--- config.mk ---
export PLATFORM = sky130hd
export DESIGN_NAME = axil_master
export DESIGN_NICKNAME = d
export VERILOG_FILES = /design/src/rtl/axil_pkg.sv /design/src/rtl/axil_master.sv
export SDC_FILE = /design/constraint.sdc
export NUM_CORES = 1
export LEC_CHECK = 0
export CAP_MARGIN = 20
export CORE_MARGIN = 10
export CORE_UTILIZATION = 38
export DETAILED_ROUTE_END_ITERATION = 6
export GPL_TIMING_DRIVEN = 1
export PLACE_DENSITY = 0.8
export SLEW_MARGIN = 20
export SYNTH_ARGS = -nofsm -noshare
export SYNTH_HDL_FRONTEND = slang
export SYNTH_SLANG_ARGS = --single-unit
--- constraint.sdc ---
create_clock -name ACLK -period 1.6 [get_ports ACLK]
set_input_delay 0.32 -clock ACLK [delete_from_list [all_inputs] [get_ports ACLK]]
set_output_delay 0.32 -clock ACLK [all_outputs]
set_load 0.01 [all_outputs]
--- src/rtl/axil_pkg.sv ---
// axil_pkg: FSM states, AXI response codes and parameter checks for axil_master
package axil_pkg;
    typedef enum logic [2:0] {IDLE, RD_ADDR, RD_DATA, WR_REQ, WR_RESP, RESP} state_t;
    localparam logic [1:0] RESP_OKAY   = 2'b00;
    localparam logic [1:0] RESP_EXOKAY = 2'b01;
    localparam logic [1:0] RESP_SLVERR = 2'b10;
    localparam logic [1:0] RESP_DECERR = 2'b11;
    function automatic bit data_w_ok(input int w);
        return w == 32 || w == 64;
    endfunction
endpackage

--- src/rtl/axil_master.sv ---
// axil_master: single-outstanding AXI4-Lite master fed by a valid/ready command port
module axil_master
    import axil_pkg::*;
#(
    parameter int          ADDR_W = 32,
    parameter int          DATA_W = 32,
    parameter logic [2:0]  PROT   = 3'b000
) (
    input  logic                ACLK,
    input  logic                ARESETN,
    input  logic                cmd_valid,
    output logic                cmd_ready,
    input  logic                cmd_write,
    input  logic [ADDR_W-1:0]   cmd_addr,
    input  logic [DATA_W-1:0]   cmd_wdata,
    input  logic [DATA_W/8-1:0] cmd_wstrb,
    output logic                rsp_valid,
    input  logic                rsp_ready,
    output logic                rsp_write,
    output logic [DATA_W-1:0]   rsp_rdata,
    output logic [1:0]          rsp_resp,
    output logic [ADDR_W-1:0]   ARADDR,
    output logic                ARVALID,
    input  logic                ARREADY,
    output logic [2:0]          ARPROT,
    input  logic [DATA_W-1:0]   RDATA,
    input  logic [1:0]          RRESP,
    input  logic                RVALID,
    output logic                RREADY,
    output logic [ADDR_W-1:0]   AWADDR,
    output logic                AWVALID,
    input  logic                AWREADY,
    output logic [2:0]          AWPROT,
    output logic [DATA_W-1:0]   WDATA,
    output logic [DATA_W/8-1:0] WSTRB,
    output logic                WVALID,
    input  logic                WREADY,
    input  logic [1:0]          BRESP,
    input  logic                BVALID,
    output logic                BREADY
);
    if (!data_w_ok(DATA_W)) begin : g_bad_data_w
        $error("axil_master: DATA_W must be 32 or 64");
    end

    state_t state, state_n;
    logic   aw_done, w_done, aw_done_n, w_done_n;

    assign ARPROT = PROT;
    assign AWPROT = PROT;

    always_comb begin
        state_n   = state;
        aw_done_n = aw_done;
        w_done_n  = w_done;
        case (state)
            IDLE: begin
                aw_done_n = 1'b0;
                w_done_n  = 1'b0;
                if (cmd_valid && cmd_ready) state_n = cmd_write ? WR_REQ : RD_ADDR;
            end
            RD_ADDR: if (ARVALID && ARREADY) state_n = RD_DATA;
            RD_DATA: if (RVALID) state_n = RESP;
            WR_REQ: begin
                aw_done_n = aw_done | (AWVALID & AWREADY);
                w_done_n  = w_done | (WVALID & WREADY);
                if (aw_done_n && w_done_n) state_n = WR_RESP;
            end
            WR_RESP: if (BVALID) state_n = RESP;
            RESP:    if (rsp_ready) state_n = IDLE;
            default: state_n = IDLE;
        endcase
    end

    // Every handshake output is registered from the next state, so it lines up with state entry.
    always_ff @(posedge ACLK or negedge ARESETN) begin
        if (!ARESETN) begin
            state     <= IDLE;
            aw_done   <= 1'b0;
            w_done    <= 1'b0;
            cmd_ready <= 1'b0;
            ARVALID   <= 1'b0;
            RREADY    <= 1'b0;
            AWVALID   <= 1'b0;
            WVALID    <= 1'b0;
            BREADY    <= 1'b0;
            rsp_valid <= 1'b0;
            rsp_write <= 1'b0;
            ARADDR    <= '0;
            AWADDR    <= '0;
            WDATA     <= '0;
            WSTRB     <= '0;
            rsp_rdata <= '0;
            rsp_resp  <= '0;
        end else begin
            state     <= state_n;
            aw_done   <= aw_done_n;
            w_done    <= w_done_n;
            cmd_ready <= state_n == IDLE;
            ARVALID   <= state_n == RD_ADDR;
            RREADY    <= state_n == RD_DATA;
            AWVALID   <= state_n == WR_REQ && !aw_done_n;
            WVALID    <= state_n == WR_REQ && !w_done_n;
            BREADY    <= state_n == WR_RESP;
            rsp_valid <= state_n == RESP;
            if (cmd_valid && cmd_ready) begin
                ARADDR    <= cmd_addr;
                AWADDR    <= cmd_addr;
                WDATA     <= cmd_wdata;
                WSTRB     <= cmd_wstrb;
                rsp_write <= cmd_write;
            end
            if (state == RD_DATA && RVALID) begin
                rsp_rdata <= RDATA;
                rsp_resp  <= RRESP;
            end
            if (state == WR_RESP && BVALID) begin
                rsp_rdata <= '0;
                rsp_resp  <= BRESP;
            end
        end
    end
endmodule

### Word-level counts from Yosys, hierarchy flattened

Cells that the tools add are included.

| storage, ports and cells | value |
|---|---|
| register bits after elaboration | 115 |
| bits in latches | 0 |
| RAM bits | 0 |
| memory bits (read-only) | 0 |
| input port bits | 114 |
| output and inout bits | 148 |
| logic and storage cells | 56 |
| memories | 0 |

| cells by class | value |
|---|---|
| add/subtract/negate cells | 0 |
| multiply operators | 0 |
| divide/modulo/power cells | 0 |
| magnitude comparators | 0 |
| eq/ne operators | 10 |
| shift operators | 0 |
| mux-type cells | 14 |
| bitwise gates (word level) | 4 |
| reduce and logical (&&, ||, !) cells | 12 |

Operators with widths:

| cell | count |
|---|---|
| $mux W32 | 2 |
| $mux W3 | 6 |
| $pmux W3 S6 | 1 |
| $eq A3 B2 Y1 const B | 4 |
| $eq A3 B3 Y1 const B | 4 |
| $logic_and A1 B1 Y1 | 7 |
| $eq A3 B1 Y1 const B | 2 |
| $logic_not A3 Y1 | 2 |
| $mux W2 | 3 |
| $pmux W1 S2 | 2 |
| $and A1 B1 Y1 | 2 |
| $logic_not A1 Y1 | 2 |
| $or A1 B1 Y1 | 2 |
| $reduce_bool A2 Y1 | 1 |

### Logic depth before layout (Yosys ltp)

| logic depth | value |
|---|---|
| depth after elaboration | 7 |
| mapped depth | 7 |
| gate-level depth less buffers | 4 |

### Worst setup path before layout

Ideal clock, no wire load.

| timing path | value |
|---|---|
| path kind | reg-to-reg |
| from | reg cmd_ready |
| to | reg AWADDR[28] |
| library setup time | 0.125 ns |
| data arrival time | 1.319 ns |
| setup slack | 0.156 ns |
| cell stages (with the launch flop) | 5 |
| path buffers | 2 |
| clock period less this slack | 1.444 ns |
| cells stage by stage | dfrtp_1 > and2_1 > buf_2 > clkbuf_1 > mux2_2 |

| on the way | value |
|---|---|
| cells in the longest elaborated chain, start to end | 1 |

Ends and longest elaborated chain:

| item | RTL line | RTL |
|---|---|---|
| from (decl) | axil_master.sv:12 | `output logic cmd_ready,` |
| from (signal assigned) | axil_master.sv:81 | `cmd_ready <= 1'b0;` |
| from (signal assigned) | axil_master.sv:99 | `cmd_ready <= state_n == IDLE;` |
| $logic_and A1 B1 Y1 | axil_master.sv:106 | `if (cmd_valid && cmd_ready) begin` |
| to (signal assigned) | axil_master.sv:108 | `AWADDR <= cmd_addr;` |
| to (decl) | axil_master.sv:30 | `output logic [ADDR_W-1:0] AWADDR,` |

Every way passes these cells.
A chain may end at the register's enable or synchronous reset.

==> impl_metrics.csv <==
group,metric,value,unit
status,status,"finished, final reports clean",
yosys,synthCells,318,
yosys,ys_ff_latch,115,
cts,htree_levels,4,
yosys,yosysTopAreaCellShare,0.623,
yosys,synth_warnings,0,
pwr,irDropWorstVdd,0.970,mV
pwr,switching_share,0.324,
pwr,comb_power_share,0.411,
placement,routabilityCongestion,0.772,
yosys,synth.most_common_cell,"dfrtp_1",
worst_setup_path,cp_slowest_cell,"dfrtp_1",
global_route,grt_first_pass_wirelength,21.0,mm
layout,final_layout_size_suffix_gt1_frac,0.221,
worst_setup_path,crit_arrival,1.22,ns
worst_setup_path,startpoint_type,"register",
die,fp.dieArea,17000,sq um
yosys,synthesis.area,4620,sq um
pwr,seqPwrFrac,0.339,
sta,fin_crit,1.54,ns
drt,wire_per_inst,19.8,um
layout,n_antenna_cell,0,
yosys,synth_edf_count,0,
placement,hpwl,11.3,mm
yosys,synth_flop_cell,"dfrtp_1",
worst_setup_path,worstPathMaxFanout,2,
sta,setup_violations,0,
run,cap_violations,0,
drt,drc,0,
cts,clk_root_buffer_cell,"clkbuf_16",
die,fp-row-count,40,
placement,port_buffers,255,
pwr,leakagePower,3.61,nW
placement,dp_slack,-0.281,ns
yosys,yosysUniqueCellTypes,30,
yosys,synth_common_cells,"dfrtp_1, mux2_2, buf_4, a22o_1, buf_2",
worst_setup_path,slowest_delay,0.39,ns
pwr,p_sw,4.91,mW
drt,ant_nets,0,
layout,design_area,7640,sq um
global_route,grt_overflow,0,
drt,dr.pass1.iters,4,
pwr,p_per_area,1980,nW/um^2
cts,numCtsBuffers,17,
die,pin_count,262,
worst_setup_path,end_kind,"output port",
die,die_w,130,um
drt,via_per_inst,4.86,
yosys,async_reset_ff_frac,1.00,
yosys,yosysTopAreaCell,"dfrtp_1",
worst_setup_path,critPathRequiredTime,1.28,ns
global_route,antenna_found_initial,0,
min_path,min_path_type,"reg2reg",
layout,seq_area,2880,sq um
cts,clkLatencyLatePin,0.40,ns
layout,fin_util,0.639,
drt,routed_wl,14.2,mm
drt,drtIter0Drc,103,
layout,fill_cells,951,
cts,clk_path_buf_depth,2,
layout,fin_nets,674,
layout,multi_input_area,1390,sq um
sta,max_freq,651,MHz
global_route,grt_start_max_net_pins,64,
worst_setup_path,worstSetupPathType,"reg2out",
global_route,grt_pass1_vias,3849,
drt,vias,3492,
placement,post_dp_cell_area,7180,sq um
global_route,grt_usage,0.161,
die,core_area,12000,sq um
cts,clock-sinks,115,
pwr,p_int,10.2,mW
sta,clock_skew,0.00942,ns
cts,clk_pin_slew,0.05,ns
sta,final.setup.worst_slack,0.0642,ns
worst_setup_path,cp_cell_sequence,"buf_4 -> dlygate4sd2_1",
cts,cts_tree,"done",
yosys,syn_area_per_cell,14.5,sq um
sta,post-route-period-util,0.960,
sta,holdWs,0.475,ns
die,start_util,0.386,
yosys,ys_seq_area_frac,0.623,
sta,drv_slew,0,
pwr,clockPowerShare,0.249,
die,die_y,130,um
sta,finalSetupTns,0,ns
sta,finalHoldViolCount,0,
yosys,synth_area_leaders,"dfrtp_1, mux2_2, buf_4, a22o_1, buf_2",
layout,synthToLayoutAreaGrowth,65.6,%
[final cells by class]
cell class / count / share of cell area
Clock buffer: 20 / 0.0611
Sequential cell: 115 / 0.377
Multi-Input combinational cell: 151 / 0.182
Inverter: 2 / 0.000982
Clock inverter: 10 / 0.0174
Tap cell: 147 / 0.0241
Timing Repair Buffer: 273 / 0.338
[flip-flops by register name, indices dropped and copies added, names as in the netlist]
register,count
state,3
RREADY,1
AWVALID,1
rsp_write,1
ARVALID,1
rsp_resp,2
w_done,1
WSTRB,4
cmd_ready,1
aw_done,1
rsp_rdata,32
AWADDR,32
WVALID,1
BREADY,1
rsp_valid,1
WDATA,32
[path summary, 6_finish.rpt]
kind | startpoint | endpoint | slack [ns] | depth (start not counted)
max in group asynchronous | ARESETN | state[1]$_DFF_PN0_ | 0.79 | 3
max reg2reg | state[0]$_DFF_PN0_ | ARVALID$_DFF_PN0_ | 0.07 | 6
min reg2reg | rsp_resp[1]$_DFFE_PN0P_ | rsp_resp[1]$_DFFE_PN0P_ | 0.47 | 2
min | rsp_resp[1]$_DFFE_PN0P_ | rsp_resp[1]$_DFFE_PN0P_ | 0.47 | 2
min in group asynchronous | ARESETN | WDATA[29]$_DFFE_PN0P_ | 0.48 | 3
max | AWADDR[10]$_DFFE_PN0P_ | ARADDR[10] | 0.06 | 2
[worst max-delay path: cells and delay by family, from the launching register on]
kind	cells	cell delay, ns
DFF	1	0.39
buffers and inverters	2	0.43
[placed cells by master, fill, tap and decap left out, types with 4 or more instances in the layout]
master             n
dfrtp_1          114
conb_1             6
clkinv_2           4
mux2_2            69
clkdlybuf4s50_1  112
buf_12             6
nand2_1            8
a22o_1            32
nor2_1             4
buf_4             12
o21ai_0            5
dlygate4sd2_1    142
clkbuf_16         17
[metal layers]
layer	share of wire	track usage	routed length (um)
met1	0.36	0.160	5070
met2	0.51	0.285	7260
met3	0.12	0.0832	1760
met4	0.012	0.0496	165
met5	0	0	0
[power by group through the flow]
stage	clock, mW	sequential, mW	combinational (mW)
2_1_floorplan	0	5.73	2.80
3_3_place_gp	0	5.18	7.29
3_5_place_dp	0	5.25	7.48
4_1_cts	3.85	5.15	6.30
5_1_grt	4.01	5.32	6.70
6_report	3.78	5.13	6.23
[logic make-up (layout without fill, tap and decap cells)]
family / Yosys count / in the layout / synth area share
compound gates: 50 / 50 / 0.0865
other cells: 1 / 6 / 0.000812
flops: 115 / 115 / 0.623
buf+inv: 57 / 305 / 0.0843
simple gates: 26 / 26 / 0.0366
mux: 69 / 69 / 0.168
[stage by stage]
| stage | std cells | power, mW |
|---|---|---|
| after CTS | 718 | 15.3 |
| after floorplan | 323 | 8.53 |
| final | 718 | 15.1 |
| after detailed placement | 686 | 12.7 |
| after global placement | 686 | 12.5 |
| after global routing | 718 | 16.0 |
[what timing repair did]
| action | 4_1_cts | 5_1_grt |
|---|---|---|
| setup buffers | 1 | 0 |
| hold endpoints to repair | 115 | 0 |
| hold buffers | 1 | 0 |
| endpoints found under the setup margin | 142 | 3 |
| gates resized for setup | 142 | 4 |
| pin swaps | 0 | 0 |
Power figures use the tool's default switching activity.
